<file path="config.mk">
export PLATFORM = sky130hd
export DESIGN_NAME = cell_draw_arbiter
export DESIGN_NICKNAME = d
export VERILOG_FILES = /design/src/rtl/cell_draw_arbiter.sv
export SDC_FILE = /design/constraint.sdc
export NUM_CORES = 1
export LEC_CHECK = 0
export BUFFER_PORTS_ARGS = -buffer_cell sky130_fd_sc_hd__buf_2
export CAP_MARGIN = 20
export CORE_ASPECT_RATIO = 1.75
export CORE_MARGIN = 4
export CORE_UTILIZATION = 53
export CTS_CLUSTER_SIZE = 30
export DETAILED_ROUTE_END_ITERATION = 10
export PLACE_DENSITY_LB_ADDON = 0.25
export SYNTH_ARGS = -nofsm -noshare
export SYNTH_HDL_FRONTEND = slang
export SYNTH_SLANG_ARGS = --single-unit
</file>
<file path="constraint.sdc">
create_clock -name clock -period 2.65 [get_ports clock]
set_input_delay 0 -clock clock [delete_from_list [all_inputs] [get_ports clock]]
set_output_delay 0 -clock clock [all_outputs]
set_load 0.05 [all_outputs]
</file>
<file path="src/rtl/cell_draw_arbiter.sv">
// Round-robin arbiter that shares the VGA pixel-write port among NREQ drawing clients,
// sweeping one CELL_W x CELL_H board cell per grant and colouring it from the client's select code.
module cell_draw_arbiter #(
  parameter int unsigned NREQ   = 3,
  parameter int unsigned CELL_W = 12,
  parameter int unsigned CELL_H = 12
) (
  input  logic              clock,
  input  logic              reset,
  input  logic [NREQ-1:0]   req,
  input  logic [NREQ*8-1:0] x_in,
  input  logic [NREQ*7-1:0] y_in,
  input  logic [NREQ*2-1:0] sel_in,
  output logic [NREQ-1:0]   grant,
  output logic [NREQ-1:0]   done,
  output logic              busy,
  output logic [7:0]        x,
  output logic [6:0]        y,
  output logic [2:0]        colour,
  output logic              plot
);

  localparam int unsigned   PW       = (NREQ > 1) ? $clog2(NREQ) : 1;
  localparam logic [PW-1:0] LAST_RST = PW'(NREQ - 1);
  localparam logic [3:0]    CX_MAX   = 4'(CELL_W - 1);
  localparam logic [3:0]    CY_MAX   = 4'(CELL_H - 1);
  localparam logic [2:0]    C_GREEN  = 3'b010;
  localparam logic [2:0]    C_BLACK  = 3'b000;
  localparam logic [2:0]    C_WHITE  = 3'b111;
  localparam logic [2:0]    C_RED    = 3'b100;

  typedef enum logic [1:0] {S_IDLE, S_DRAW, S_DONE} state_t;

  state_t            state_q, state_d;
  logic [PW-1:0]     last_q, last_d;
  logic [PW-1:0]     gidx_q, gidx_d;
  logic [7:0]        x0_q, x0_d;
  logic [6:0]        y0_q, y0_d;
  logic [1:0]        sel_q, sel_d;
  logic [3:0]        cx_q, cx_d;
  logic [3:0]        cy_q, cy_d;
  logic [NREQ-1:0]   grant_q, grant_d;
  logic [NREQ-1:0]   done_q, done_d;
  logic              busy_q, busy_d;
  logic [7:0]        x_q, x_d;
  logic [6:0]        y_q, y_d;
  logic [2:0]        colour_q, colour_d;
  logic              plot_q, plot_d;

  logic              win_vld;
  logic [PW-1:0]     win_idx;
  logic [PW-1:0]     cand;
  logic              border;
  logic              pix_plot;
  logic [2:0]        pix_col;

  // Round-robin pick: first requester after the last winner
  always_comb begin
    win_vld = 1'b0;
    win_idx = '0;
    cand    = '0;
    for (int off = 1; off <= int'(NREQ); off++) begin
      cand = PW'((int'(last_q) + off) % int'(NREQ));
      if (!win_vld && req[cand]) begin
        win_vld = 1'b1;
        win_idx = cand;
      end
    end
  end

  // Per-pixel colour and write strobe from the latched select code
  always_comb begin
    border = (cx_q == 4'd0) || (cx_q == CX_MAX) || (cy_q == 4'd0) || (cy_q == CY_MAX);
    pix_plot = 1'b1;
    pix_col  = C_GREEN;
    case (sel_q)
      2'b00:   pix_col = C_GREEN;
      2'b01:   pix_col = border ? C_GREEN : C_BLACK;
      2'b10:   pix_col = border ? C_GREEN : C_WHITE;
      default: begin
        pix_plot = border;
        pix_col  = C_RED;
      end
    endcase
  end

  // Next-state and registered-output logic
  always_comb begin
    state_d  = state_q;
    last_d   = last_q;
    gidx_d   = gidx_q;
    x0_d     = x0_q;
    y0_d     = y0_q;
    sel_d    = sel_q;
    cx_d     = cx_q;
    cy_d     = cy_q;
    grant_d  = grant_q;
    done_d   = '0;
    x_d      = x_q;
    y_d      = y_q;
    colour_d = colour_q;
    plot_d   = 1'b0;

    case (state_q)
      S_IDLE: begin
        if (win_vld) begin
          grant_d = NREQ'(1) << win_idx;
          last_d  = win_idx;
          gidx_d  = win_idx;
          x0_d    = x_in[int'(win_idx)*8 +: 8];
          y0_d    = y_in[int'(win_idx)*7 +: 7];
          sel_d   = sel_in[int'(win_idx)*2 +: 2];
          cx_d    = 4'd0;
          cy_d    = 4'd0;
          state_d = S_DRAW;
        end
      end
      S_DRAW: begin
        plot_d = pix_plot;
        if (pix_plot) begin
          x_d      = x0_q + 8'(cx_q);
          y_d      = y0_q + 7'(cy_q);
          colour_d = pix_col;
        end
        if (cx_q == CX_MAX) begin
          cx_d = 4'd0;
          if (cy_q == CY_MAX) begin
            state_d = S_DONE;
          end else begin
            cy_d = cy_q + 4'd1;
          end
        end else begin
          cx_d = cx_q + 4'd1;
        end
      end
      S_DONE: begin
        grant_d = '0;
        done_d  = NREQ'(1) << gidx_q;
        state_d = S_IDLE;
      end
      default: state_d = S_IDLE;
    endcase

    busy_d = (state_d != S_IDLE);
  end

  always_ff @(posedge clock) begin
    if (reset) begin
      state_q  <= S_IDLE;
      last_q   <= LAST_RST;
      gidx_q   <= '0;
      x0_q     <= '0;
      y0_q     <= '0;
      sel_q    <= '0;
      cx_q     <= '0;
      cy_q     <= '0;
      grant_q  <= '0;
      done_q   <= '0;
      busy_q   <= 1'b0;
      x_q      <= '0;
      y_q      <= '0;
      colour_q <= '0;
      plot_q   <= 1'b0;
    end else begin
      state_q  <= state_d;
      last_q   <= last_d;
      gidx_q   <= gidx_d;
      x0_q     <= x0_d;
      y0_q     <= y0_d;
      sel_q    <= sel_d;
      cx_q     <= cx_d;
      cy_q     <= cy_d;
      grant_q  <= grant_d;
      done_q   <= done_d;
      busy_q   <= busy_d;
      x_q      <= x_d;
      y_q      <= y_d;
      colour_q <= colour_d;
      plot_q   <= plot_d;
    end
  end

  assign grant  = grant_q;
  assign done   = done_q;
  assign busy   = busy_q;
  assign x      = x_q;
  assign y      = y_q;
  assign colour = colour_q;
  assign plot   = plot_q;

endmodule

</file>
Yosys cells after proc, flatten, opt, wreduce, memory -nomap -nowiden
Cells that the tools add are included.
- flip-flop bits (word level): 57
- input port bits: 56
- output and inout port bits: 26
- word-level logic and storage cells: 95
- add/sub/neg operators: 7
- $mul: 1
- divide/modulo/power cells: 3
- magnitude comparators: 3
- equality and inequality tests: 9
- shifts and indexed selects: 5
- multiplexer cells: 28
- bitwise logic cells: 2
- reductions and logical operators: 22
- operator list (kind ; count):
    remainder unit 32 x 3 -> 32 bit, second input constant ; 3
    indexed part select 24 x 6 -> 8 bit ; 1
    indexed part select 21 x 6 -> 7 bit ; 1
    two-way mux 4 bit ; 4
    case mux 4 bit (2 select lines) ; 2
    two-way mux 2 bit ; 7
    less-than comparator 2 x 3 -> 1 bit, second input constant ; 3
    case mux 3 bit (3 select lines) ; 1
    adder 4 x 1 -> 4 bit, second input constant ; 2
    adder 8 x 4 -> 8 bit ; 1
    equality test 4 bit, second input constant ; 2
    zero test 4 bit ; 2
    AND reduction 2 bit ; 4
    adder 7 x 4 -> 7 bit ; 1
    two-way mux 1 bit ; 7
    adder 2 x 2 -> 3 bit, second input constant ; 2
    binary-select mux 1 bit (select 2 bit) ; 3
    two-way mux 3 bit ; 2
    != test 2 bit, second input constant ; 3
    case mux 3 bit (2 select lines) ; 1
    nonzero test 2 bit ; 3
    indexed part select 6 x 4 -> 2 bit ; 1
    << shifter 1 x 2 -> 3 bit, first input constant ; 2
    multiplier 2 x 3 -> 5 bit, second input constant ; 1
    12 further kinds ; 21

Depth between registers and ports, before layout
- word-level depth: 14
- mapped depth: 10
- gate-level depth less buffers: 8

Worst setup path before layout
No wires, ideal clock.
- path kind: register to register
- start point: reg last_q[0]
- end point: reg y0_q[4]
- setup time: 0.133 ns
- arrival time: 2.240 ns
- data required time: 2.517 ns
- slack: 0.277 ns
- stages on the path, launching flop included: 10
- path buffers: 2
- period minus slack after synthesis: 2.373 ns
- cells stage by stage: dfxtp_1 > inv_1 > ha_1 > mux2_4 > mux2_4 > o31a_1 > buf_6 > buf_6 > a221oi_2 > a211oi_2
- cells in the longest elaborated chain, start to end: 13
- elaborated cells between the ends (all ways): 25
- classes of those cells: add/sub (3); mul (1); div (3); shift (1); mux (12); reduce/logical (5)
- ends and longest elaborated chain (what ; line ; source):
    start: declaration ; 35 ; logic [PW-1:0] last_q, last_d;
    start signal: assignment ; 166 ; last_q <= last_d;
    adder 2 x 1 -> 3 bit ; 63 ; cand = PW'((int'(last_q) + off) % int'(NREQ));
    remainder unit 32 x 3 -> 32 bit ; 63 ;
    binary-select mux 1 bit (select 2 bit) ; 64 ; if (!win_vld && req[cand]) begin
    two-way mux 1 bit (implied by the code) ; 64 ;
    two-way mux 1 bit ; 64 ;
    zero test 1 bit ; 64 ;
    logical AND 1 bit ; 64 ;
    two-way mux 1 bit ; 64 ;
    zero test 1 bit ; 64 ;
    logical AND 1 bit ; 64 ;
    two-way mux 2 bit ; 64 ;
    multiplier 2 x 3 -> 5 bit ; 111 ; y0_d = y_in[int'(win_idx)*7 +: 7];
    indexed part select 21 x 6 -> 7 bit ; 111 ;
    end signal: assignment ; 169 ; y0_q <= y0_d;
    end: declaration ; 38 ; logic [6:0] y0_q, y0_d;
Parallel ways exist; a longest one is shown, timed or not. The select of a mux whose other input is x is not followed.
A chain may end at the register's enable or synchronous reset.

Worst setup path after layout
- start point: reg last_q[1]
- end point: reg x0_q[3]
- cells in the longest elaborated chain, start to end: 12
- elaborated cells between the ends (all ways): 24
- classes of those cells: add/sub (3); div (3); shift (1); mux (12); reduce/logical (5)
- ends and longest elaborated chain (what ; line ; source):
    adder 2 x 1 -> 3 bit ; 63 ;
    remainder unit 32 x 3 -> 32 bit ; 63 ;
    binary-select mux 1 bit (select 2 bit) ; 64 ;
    two-way mux 1 bit (implied by the code) ; 64 ;
    two-way mux 1 bit ; 64 ;
    zero test 1 bit ; 64 ;
    logical AND 1 bit ; 64 ;
    two-way mux 1 bit ; 64 ;
    zero test 1 bit ; 64 ;
    logical AND 1 bit ; 64 ;
    two-way mux 2 bit / two-way mux 1 bit (equally long branches) ; 64 ;
    indexed part select 24 x 6 -> 8 bit / AND reduction 2 bit (equally long branches) ; - ;
    end signal: assignment ; 152 ; x0_q <= '0;
    end signal: assignment ; 168 ; x0_q <= x0_d;
    end: declaration ; 37 ; logic [7:0] x0_q, x0_d;
Parallel ways exist; a longest one is shown, timed or not. The select of a mux whose other input is x is not followed.

==> flow_summary_export.csv <==
group,metric,value,unit
synth,synthTopCellsByArea,"dfxtp_1, ha_1, nor2_1",
worst_setup_path,critPathCaptureType,"register",
finish,ff_latch_area,1122,um2
route,via_per_inst,5.713,
sta,min_period,2.522,ns
synth,synth_cell_types,47,
finish,nets,534,
synth,ys_seq_elements,56,
worst_setup_path,crit_arrival,2.71,ns
sta,slew_headroom,0.6151,
placement,place_congestion,0.8761,
grt,grt_pass1_vias,3134,
sta,fin_tns_setup,0,ns
finish,fill_cells,491,
synth,ys_seq_area_frac,0.3656,
sta,finalSetupViolations,0,
synth,synth_top_area_cell,"dfxtp_1",
route,first_pass_iters,4,
placement,port_buffers,81,
die,io_pins,82,
synth,synth_top_area_frac,0.3656,
synth,synth.most_common_cell,"dfxtp_1",
clocking,ctsHtreeMaxLevel,2,
clocking,cts_buffers,5,
placement,place_inst,500,
placement,hpwl,6138,um
sta,slew_viol_final,0,
grt,grt_overflow,0,
worst_hold_path,min_path_type,"in2reg",
worst_setup_path,crit_type,"reg2reg",
worst_setup_path,crit_path_start_kind,"register",
die,initial_core_util,0.5491,
sta,worst_slack,0.1281,ns
route,antenna_left,0,
job,maxCapViolCount,0,
placement,place_ws,0.02442,ns
grt,grtUsageTotal,0.2630,
synth,syn_area_per_cell,8.688,um2
power,p_leak,1.710,nW
sta,hold_viol,0,
route,vias,3062,
clocking,insertion_delay,0.32,ns
clocking,clk_path_buf_depth,2,
placement,post_dp_cell_area,3535,um2
grt,antenna_found_initial,0,
die,num_rows,36,
sta,fmax,396.5,MHz
clocking,cts_tree,"built",
finish,multi_input_area,1795,um2
route,wl,8828,um
synth,synth_top_flop_cell,"dfxtp_1",
sta,rsz0062_at_grt,"no",
grt,grt_pass1_wl,14340,um
synth,syn-num-nets,427,
clocking,clock-root-buffer,"clkbuf_8",
synth,async_flop_share,0,
die,die_x,65.50,um
worst_setup_path,crit_fanout,12,
die,coreArea,5585,um2
finish,final_layout_size_suffix_gt1_frac,0.2522,
synth,synthTopCellsByCount,"dfxtp_1, nor2_1, nand2_1",
finish,syn_to_final_growth,27.78,%
grt,grt_max_degree,55,
synth,postSynthCellCount,353,
worst_setup_path,crit_required,2.83,ns
sta,final.setup_skew,0.006320,ns
synth,synth_edf_count,0,
route,routedWlPerCell,16.47,um
route,dr.first_iter.drc_count,177,
clocking,clock_sinks,56,
synth,synth.yosys.warnings,0,
finish,final_core_util,0.7016,
finish,fin_area,3919,um2
die,dieArea,7115,um2
route,drc,0,
power,ir_drop,0.6119,mV
die,dieHeight,108.6,um
clocking,cts_setup_buffers,0,
finish,final_cell_count_no_fill,536,
clocking,cts.clk_slew.worst_paths,0.10,ns
synth,synth_area,3067,um2
sta,tightestPinTransition,0.5729,ns
sta,min_period_over_period,0.9517,
power,power_density,1043,nW/um2
status,status,"finished, final reports clean",
finish,diodes,0,
-- worst max-delay path, stage by stage (launching register included) --
cell      delay, ns
dfxtp_1        0.42
inv_1          0.10
ha_1           0.39
and3b_1        0.24
a21o_1         0.20
nor4_1         0.49
nor4_2         0.10
buf_4          0.20
nand4_1        0.12
o211ai_1       0.12
-- final timing paths --
check | to | slack, ns | start | cells past startpoint
setup / recovery | x0_q[3]$_SDFFE_PP0P_ | 0.13 | last_q[1]$_SDFFE_PP1P_ | 9
hold / removal | y0_q[1]$_SDFFE_PP0P_ | 0.004 | y_in[8] | 3
setup reg to reg | x0_q[3]$_SDFFE_PP0P_ | 0.13 | last_q[1]$_SDFFE_PP1P_ | 9
hold reg to reg | x[4]$_SDFFE_PP0P_ | 0.46 | x[4]$_SDFFE_PP0P_ | 2
-- cells in the final DEF (no fill, tap or decap), types with 11 or more instances in the layout --
master	count
nand2_1	29
buf_4	14
dfxtp_1	55
nor3_1	11
dlygate4sd3_1	28
buf_2	81
nor2_1	36
a31oi_1	11
nand3_1	20
a211oi_1	17
a21oi_1	25
ha_1	16
-- through the flow --
step	hold slack [ns]	power, mW
detailed placement	0.2465	3.538
floorplan	0.1499	3.010
CTS	0.003688	4.034
global route	0.007813	4.374
global placement	0.2429	3.502
finish	0.004313	4.089
-- registers in the layout, summed over array words and instances, names as in the netlist --
register and flops:
sel_q 2, plot 1, cy_q 4, grant 3, state_q 2, colour 3
cx_q 4, y 7, y0_q 7, last_q 2, busy 1, done 3
x 8, gidx_q 1, x0_q 8
-- logic make-up after synthesis --
family / Yosys count / share of synthesized area
DFF: 56 / 0.3656
AOI/OAI and AO/OA: 95 / 0.2293
and+or+nand+nor: 131 / 0.2073
adders and majority gates: 18 / 0.07834
muxes: 7 / 0.02611
xor gates and xnor gates: 14 / 0.03998
buffers and inverters: 32 / 0.05344
-- what timing repair did --
| action | in CTS | in global routing |
|---|---|---|
| resized for setup | 0 | 4 |
| setup endpoints to repair | 0 | 17 |
| endpoints found under the hold margin | 17 | 0 |
| hold buffers | 28 | 0 |
-- per-layer routing --
layer | share of wire | global-route usage
met5 | 0 | 0
met4 | 0.071 | 0.1988
met2 | 0.51 | 0.4627
met1 | 0.37 | 0.2718
met3 | 0.051 | 0.04433
-- report_power, final --
group / total [mW] / internal (mW) / switching [mW]
Combinational: 2.37 / 0.870 / 1.50
Sequential: 1.26 / 1.07 / 0.193
Clock: 0.463 / 0.180 / 0.283
Total: 4.09 / 2.12 / 1.97
-- final cells by class --
| cell class | count | share of cell area |
|---|---|---|
| multi-input cells | 265 | 0.4582 |
| flip-flops and latches | 56 | 0.2864 |
| repair buffers | 123 | 0.2018 |
| well taps | 76 | 0.02427 |
| clock buffers | 5 | 0.01756 |
| inverters | 9 | 0.008621 |
| clock inverters | 2 | 0.003193 |
Note: power is estimated with default switching activity, not from simulation.
